`src/rtl/pipe_pkg.sv`:
```
`default_nettype none
// ============================================================================
//  Module      : pipe_pkg
//  Description : Shared definitions for pipeline stage registers: control
//                field layout, result-source encodings and stage state enum.
//  Revision    : 1.0 - initial release
// ============================================================================
package pipe_pkg;

    // Control field layout
    localparam int CTRL_W        = 4;
    localparam int CTRL_REGW     = 0;
    localparam int CTRL_MEMW     = 1;
    localparam int CTRL_RESRC_LO = 2;
    localparam int CTRL_RESRC_HI = 3;

    // Result source encodings carried in ctrl[3:2]
    localparam logic [1:0] RESRC_ALU = 2'b00;
    localparam logic [1:0] RESRC_MEM = 2'b01;
    localparam logic [1:0] RESRC_PC4 = 2'b10;

    // Occupancy of a stage: nothing, main register only, main plus skid
    typedef enum logic [1:0] {
        ST_EMPTY = 2'd0,
        ST_FULL  = 2'd1,
        ST_SKID  = 2'd2
    } stage_state_e;

    // True when a control word would cause an architectural write
    function automatic logic ctrl_has_write(input logic [CTRL_W-1:0] ctrl);
        return ctrl[CTRL_REGW] | ctrl[CTRL_MEMW];
    endfunction

endpackage : pipe_pkg
`default_nettype wire

```
`src/rtl/pipe_skid_slot.sv`:
```
`default_nettype none
// ============================================================================
//  Module      : pipe_skid_slot
//  Description : One entry-wide storage register with load enable; used as
//                the main and the skid slot of a pipeline stage.
//  Revision    : 1.0 - initial release
// ============================================================================
module pipe_skid_slot #(
    parameter int WIDTH = 105
) (
    input  logic             clk,
    input  logic             rst_n,
    input  logic             load,
    input  logic [WIDTH-1:0] d,
    output logic [WIDTH-1:0] q
);

    // Capture an entry only when told to; otherwise hold so out_data is stable
    always_ff @(posedge clk or negedge rst_n) begin
        if (!rst_n) begin
            q <= '0;
        end else if (load) begin
            q <= d;
        end
    end

endmodule : pipe_skid_slot
`default_nettype wire

```
`src/rtl/pipe_stage_reg.sv`:
```
`default_nettype none
// ============================================================================
//  Module      : pipe_stage_reg
//  Description : Pipeline stage register with valid/ready handshake, flush,
//                optional 2-entry skid buffer and saturating stall counter.
//                Control bits read as zero whenever no entry is presented.
//  Revision    : 1.0 - initial release
// ============================================================================
module pipe_stage_reg
    import pipe_pkg::*;
#(
    parameter int DATA_W  = 101,
    parameter int CTRL_W  = pipe_pkg::CTRL_W,
    parameter int SKID    = 1,
    parameter int STALL_W = 16
) (
    input  logic               clk,
    input  logic               rst_n,
    input  logic               flush,
    input  logic               in_valid,
    output logic               in_ready,
    input  logic [DATA_W-1:0]  in_data,
    input  logic [CTRL_W-1:0]  in_ctrl,
    output logic               out_valid,
    input  logic               out_ready,
    output logic [DATA_W-1:0]  out_data,
    output logic [CTRL_W-1:0]  out_ctrl,
    output logic [STALL_W-1:0] stall_cnt,
    input  logic               stall_clr
);

    localparam int ENTRY_W = DATA_W + CTRL_W;

    stage_state_e       r_state;
    stage_state_e       w_state_nxt;
    logic               r_out_valid;
    logic [STALL_W-1:0] r_stall_cnt;

    logic               w_in_ready;
    logic               w_in_xfer;
    logic               w_out_xfer;
    logic               w_main_load;
    logic               w_main_from_skid;
    logic               w_skid_load;

    logic [ENTRY_W-1:0] w_in_entry;
    logic [ENTRY_W-1:0] w_main_d;
    logic [ENTRY_W-1:0] w_main_q;
    logic [ENTRY_W-1:0] w_skid_q;

    assign w_in_entry = {in_data, in_ctrl};
    assign w_in_xfer  = in_valid & w_in_ready;
    assign w_out_xfer = r_out_valid & out_ready;

    // Next occupancy and slot load enables; flush overrides every other event
    always_comb begin
        w_state_nxt      = r_state;
        w_main_load      = 1'b0;
        w_main_from_skid = 1'b0;
        w_skid_load      = 1'b0;
        if (flush) begin
            w_state_nxt = ST_EMPTY;
        end else begin
            case (r_state)
                ST_EMPTY: begin
                    if (w_in_xfer) begin
                        w_state_nxt = ST_FULL;
                        w_main_load = 1'b1;
                    end
                end
                ST_FULL: begin
                    if (w_in_xfer && w_out_xfer) begin
                        w_main_load = 1'b1;
                    end else if (w_out_xfer) begin
                        w_state_nxt = ST_EMPTY;
                    end else if (w_in_xfer && (SKID != 0)) begin
                        w_state_nxt = ST_SKID;
                        w_skid_load = 1'b1;
                    end
                end
                ST_SKID: begin
                    if (w_out_xfer) begin
                        w_state_nxt      = ST_FULL;
                        w_main_load      = 1'b1;
                        w_main_from_skid = 1'b1;
                    end
                end
                default: begin
                    w_state_nxt = ST_EMPTY;
                end
            endcase
        end
    end

    // Occupancy state and the registered valid derived from it
    always_ff @(posedge clk or negedge rst_n) begin
        if (!rst_n) begin
            r_state     <= ST_EMPTY;
            r_out_valid <= 1'b0;
        end else begin
            r_state     <= w_state_nxt;
            r_out_valid <= (w_state_nxt != ST_EMPTY);
        end
    end

    // The skid entry is older than anything arriving, so it refills main first
    assign w_main_d = w_main_from_skid ? w_skid_q : w_in_entry;

    pipe_skid_slot #(
        .WIDTH (ENTRY_W)
    ) u_main_slot (
        .clk   (clk),
        .rst_n (rst_n),
        .load  (w_main_load),
        .d     (w_main_d),
        .q     (w_main_q)
    );

    generate
        if (SKID != 0) begin : g_skid
            logic r_in_ready;

            // Ready comes straight from a flop so it never depends on out_ready
            always_ff @(posedge clk or negedge rst_n) begin
                if (!rst_n) begin
                    r_in_ready <= 1'b1;
                end else begin
                    r_in_ready <= (w_state_nxt != ST_SKID);
                end
            end

            assign w_in_ready = r_in_ready;

            pipe_skid_slot #(
                .WIDTH (ENTRY_W)
            ) u_skid_slot (
                .clk   (clk),
                .rst_n (rst_n),
                .load  (w_skid_load),
                .d     (w_in_entry),
                .q     (w_skid_q)
            );
        end else begin : g_no_skid
            assign w_in_ready = ~r_out_valid | out_ready;
            assign w_skid_q   = '0;
        end
    endgenerate

    // Saturating count of back-pressured cycles; clear beats increment
    always_ff @(posedge clk or negedge rst_n) begin
        if (!rst_n) begin
            r_stall_cnt <= '0;
        end else if (stall_clr) begin
            r_stall_cnt <= '0;
        end else if (r_out_valid && !out_ready && !(&r_stall_cnt)) begin
            r_stall_cnt <= r_stall_cnt + 1'b1;
        end
    end

    assign in_ready  = w_in_ready;
    assign out_valid = r_out_valid;
    assign out_data  = w_main_q[ENTRY_W-1:CTRL_W];
    assign out_ctrl  = r_out_valid ? w_main_q[CTRL_W-1:0] : '0;
    assign stall_cnt = r_stall_cnt;

endmodule : pipe_stage_reg
`default_nettype wire

```
`config.mk`:
```
export PLATFORM = sky130hd
export DESIGN_NAME = pipe_stage_reg
export DESIGN_NICKNAME = d
export VERILOG_FILES = /design/src/rtl/pipe_pkg.sv /design/src/rtl/pipe_skid_slot.sv /design/src/rtl/pipe_stage_reg.sv
export SDC_FILE = /design/constraint.sdc
export NUM_CORES = 1
export LEC_CHECK = 0
export CAP_MARGIN = 20
export CELL_PAD_IN_SITES_DETAIL_PLACEMENT = 2
export CELL_PAD_IN_SITES_GLOBAL_PLACEMENT = 2
export CORE_ASPECT_RATIO = 1.75
export CORE_MARGIN = 1
export CORE_UTILIZATION = 33
export CTS_BUF_LIST = sky130_fd_sc_hd__clkbuf_4 sky130_fd_sc_hd__clkbuf_8
export DETAILED_ROUTE_END_ITERATION = 6
export PLACE_DENSITY_LB_ADDON = 0.1
export SLEW_MARGIN = 40
export SYNTH_ARGS = -nofsm -noshare
export SYNTH_HDL_FRONTEND = slang
export SYNTH_SLANG_ARGS = --single-unit
```
`constraint.sdc`:
```
create_clock -name clk -period 2.17 [get_ports clk]
set_clock_uncertainty 0.15 [all_clocks]
set_input_delay 0.651 -clock clk [delete_from_list [all_inputs] [get_ports clk]]
set_output_delay 0.651 -clock clk [all_outputs]
set_load 0.02 [all_outputs]
```
==> results.yml <==
run_status:
  status: "finished with violations"
  violations: "negative setup slack"
synth:
  synth_top_area_share: 0.512
  async_reset_ff_frac: 1.00
  yosys-top-cells-area: "dfrtp_1, mux2_2, mux2_4"
  ys_types: 42
  synthCells: 786
  ys_warn_count: 0
  syn_nets: 898
  synth_seq_cells: 230
  yosysSeqAreaShare: 0.514
  synth_area_mm2: 0.0112
  yosysTopAreaCell: "dfrtp_1"
  synthFlopType: "dfrtp_1"
  avgSynthCellArea_um2: 14.3
  synth-edff-count: 0
final_layout:
  fillers: 3184
  final_nets: 1124
  final_cell_mix: "dfrtp_1, mux2_2, mux2_4, clkdlybuf4s50_1, dlygate4sd2_1"
  final_common_cell: "dfrtp_1"
  layout-drive-gt1-share: 0.501
  syn_to_final_growth_pct: 37.0
worst_setup_path:
  startpoint_type: "flip-flop"
  criticalPathCategory: "flip-flop to flip-flop"
  worst_ep_required_time_ns: 2.46
  cpMaxStageDelayCell: "dfstp_2"
  crit_fanout: 7
  cpPeakStageDelay_ns: 0.54
  worstPathCellList: "nand2_2 -> o32a_1 -> nor2_4 -> buf_12 -> buf_12 -> buf_12 -> mux2_4"
  cpMostUsedCell: "buf_12"
  crit_path_end_kind: "flip-flop"
  worstPathArrival_ns: 2.55
route:
  drc: 0
  vias_per_cell: 4.72
  avgRoutedWirePerCell_um: 22.3
  ant_nets: 0
  routed_wl_um: 33400
  dr.pass1.iters: 4
  vias: 7054
  drt_iter0_drc: 128
global_route:
  grt_usage: 0.192
  grt_pass1_wl_um: 50600
  grt_pass1_vias: 8418
  grt_max_degree: 50
  antenna_found_initial: 5
  grt_overflow: 0
place:
  hpwl_um: 21200
  numPortBuffers: 233
  globalplace.congestion: 0.768
  post-place-ws_ns: -0.761
pwr:
  power_density_mw_per_mm2: 1060
  total_power_mw: 16.3
  irDropWorstVdd_mv: 0.513
  p_leak_nw: 6.96
die:
  die_area_mm2: 0.0347
  die_h_um: 246
  die_x_um: 141
  core_mm2: 0.0331
  num_io_pins: 234
  initial_core_util: 0.338
  fp-row-count: 88
clocking:
  cts_tree: "built"
  cts_made_buffers: 39
  cts.sinks: 230
  htreeDepth: 2
  ctsLongestPathBuffers: 3
  clk_pin_slew_ns: 0.06
  clock_latency_ns: 0.55
  cts_root_buf: "clkbuf_8"
min_path:
  hold_path_class: "flip-flop to flip-flop"
sta:
  finalSetupViolCount: 81
  setup_tns_ns: -3.41
  post-route-period-util: 1.04
  finalHoldViolCount: 0
  slew_viol_final: 0
  setup_slack_ns: -0.0950
  min_period_ns: 2.26
  rsz0062_at_grt: "yes"
  worst_pin_slew_ns: 0.503
  fmax_ghz: 0.442
  relSlewSlack: 0.665
run:
  maxCapViolCount: 0
[metal layers]
metal,up-vias,track usage,routed length [um]
li1,3148,-,-
met1,3654,0.197,12000
met2,192,0.370,18600
met3,60,0.0489,1810
met4,0,0.0691,957
met5,-,0,0
[cell usage after synthesis, drive strengths merged (2+ instances only)]
cell type,number
a21oi,9
o31ai,7
nor2b,3
clkbuf,4
o21ai,5
dfrtp,229
nand4b,2
mux2,314
or4,4
nand4,5
inv,3
a31oi,3
or3,6
nor2,8
buf,136
and2,4
nor4,5
nand3,7
nand2,5
nand2b,5
nor3,6
[worst paths after layout]
path                                     startpoint                  endpoint  slack [ns]  cells past startpoint
setup / recovery                           in_ready         u_main_slot.q[97]       -0.09                      7
hold / removal             g_skid.u_skid_slot.q[66]  g_skid.u_skid_slot.q[66]        0.35                      1
setup reg to reg                           in_ready         u_main_slot.q[97]       -0.09                      7
hold reg to reg            g_skid.u_skid_slot.q[66]  g_skid.u_skid_slot.q[66]        0.35                      1
max in group asynchronous                     rst_n              stall_cnt[9]        0.75                      3
min in group asynchronous                     rst_n  g_skid.u_skid_slot.q[21]        0.47                      2
[layout make-up]
type / instances / area, um^2 / area share
timing repair buffer: 325 / 3490 / 0.227
tap: 450 / 563 / 0.0367
clock buffer: 66 / 777 / 0.0506
sequential: 230 / 5770 / 0.376
antenna: 5 / 12.5 / 0.000815
multi-input combinational: 413 / 4710 / 0.307
inverter: 3 / 11.3 / 0.000734
clock inverter: 4 / 26.3 / 0.00171
[through the flow]
stage	utilization	instances	area [um^2]	hold slack, ns
global placement	0.415	1385	13800	0.333
detailed placement	0.415	1385	13800	0.339
finish	0.463	1496	15400	0.352
CTS	0.458	1488	15200	0.356
floorplan	-	786	11200	0.205
global route	0.463	1496	15400	0.367
[logic make-up after synthesis]
| family | share of synthesized area |
|---|---|
| mux | 0.343 |
| flops | 0.514 |
| buf+inv | 0.0893 |
| simple gates | 0.0345 |
| compound gates | 0.0171 |
| xor+xnor | 0.000782 |
| fa+ha+maj | 0.00112 |
[worst max-delay path, delay by kind of cell (launching register included)]
kind                   cells  cell delay [ns]
DFF                        1             0.54
buffers and inverters      3             0.43
muxes                      1             0.31
AOI/OAI and AO/OA          1             0.40
and+or+nand+nor            2             0.31
[flip-flops by register name, indices dropped and copies added, names as in the netlist]
name and flops:
g_skid.u_skid_slot.q 105, in_ready 1, out_valid 1, r_state 2
stall_cnt 16, u_main_slot.q 105
[power breakdown]
group	internal (mW)	leakage, nW	switching (mW)
Sequential	6.00	2.75	0.999
Clock	2.25	0.433	1.85
Combinational	2.91	3.78	2.27
[timing repair]
action | in CTS | in global routing
endpoints found under the setup margin | 231 | 130
hold endpoints to repair | 40 | 0
setup buffers | 19 | 11
gates resized for setup | 217 | 77
gates cloned | 13 | 5
hold buffers | 1 | 0
pin swaps | 3 | 8
(Power assumes the default switching activity.)
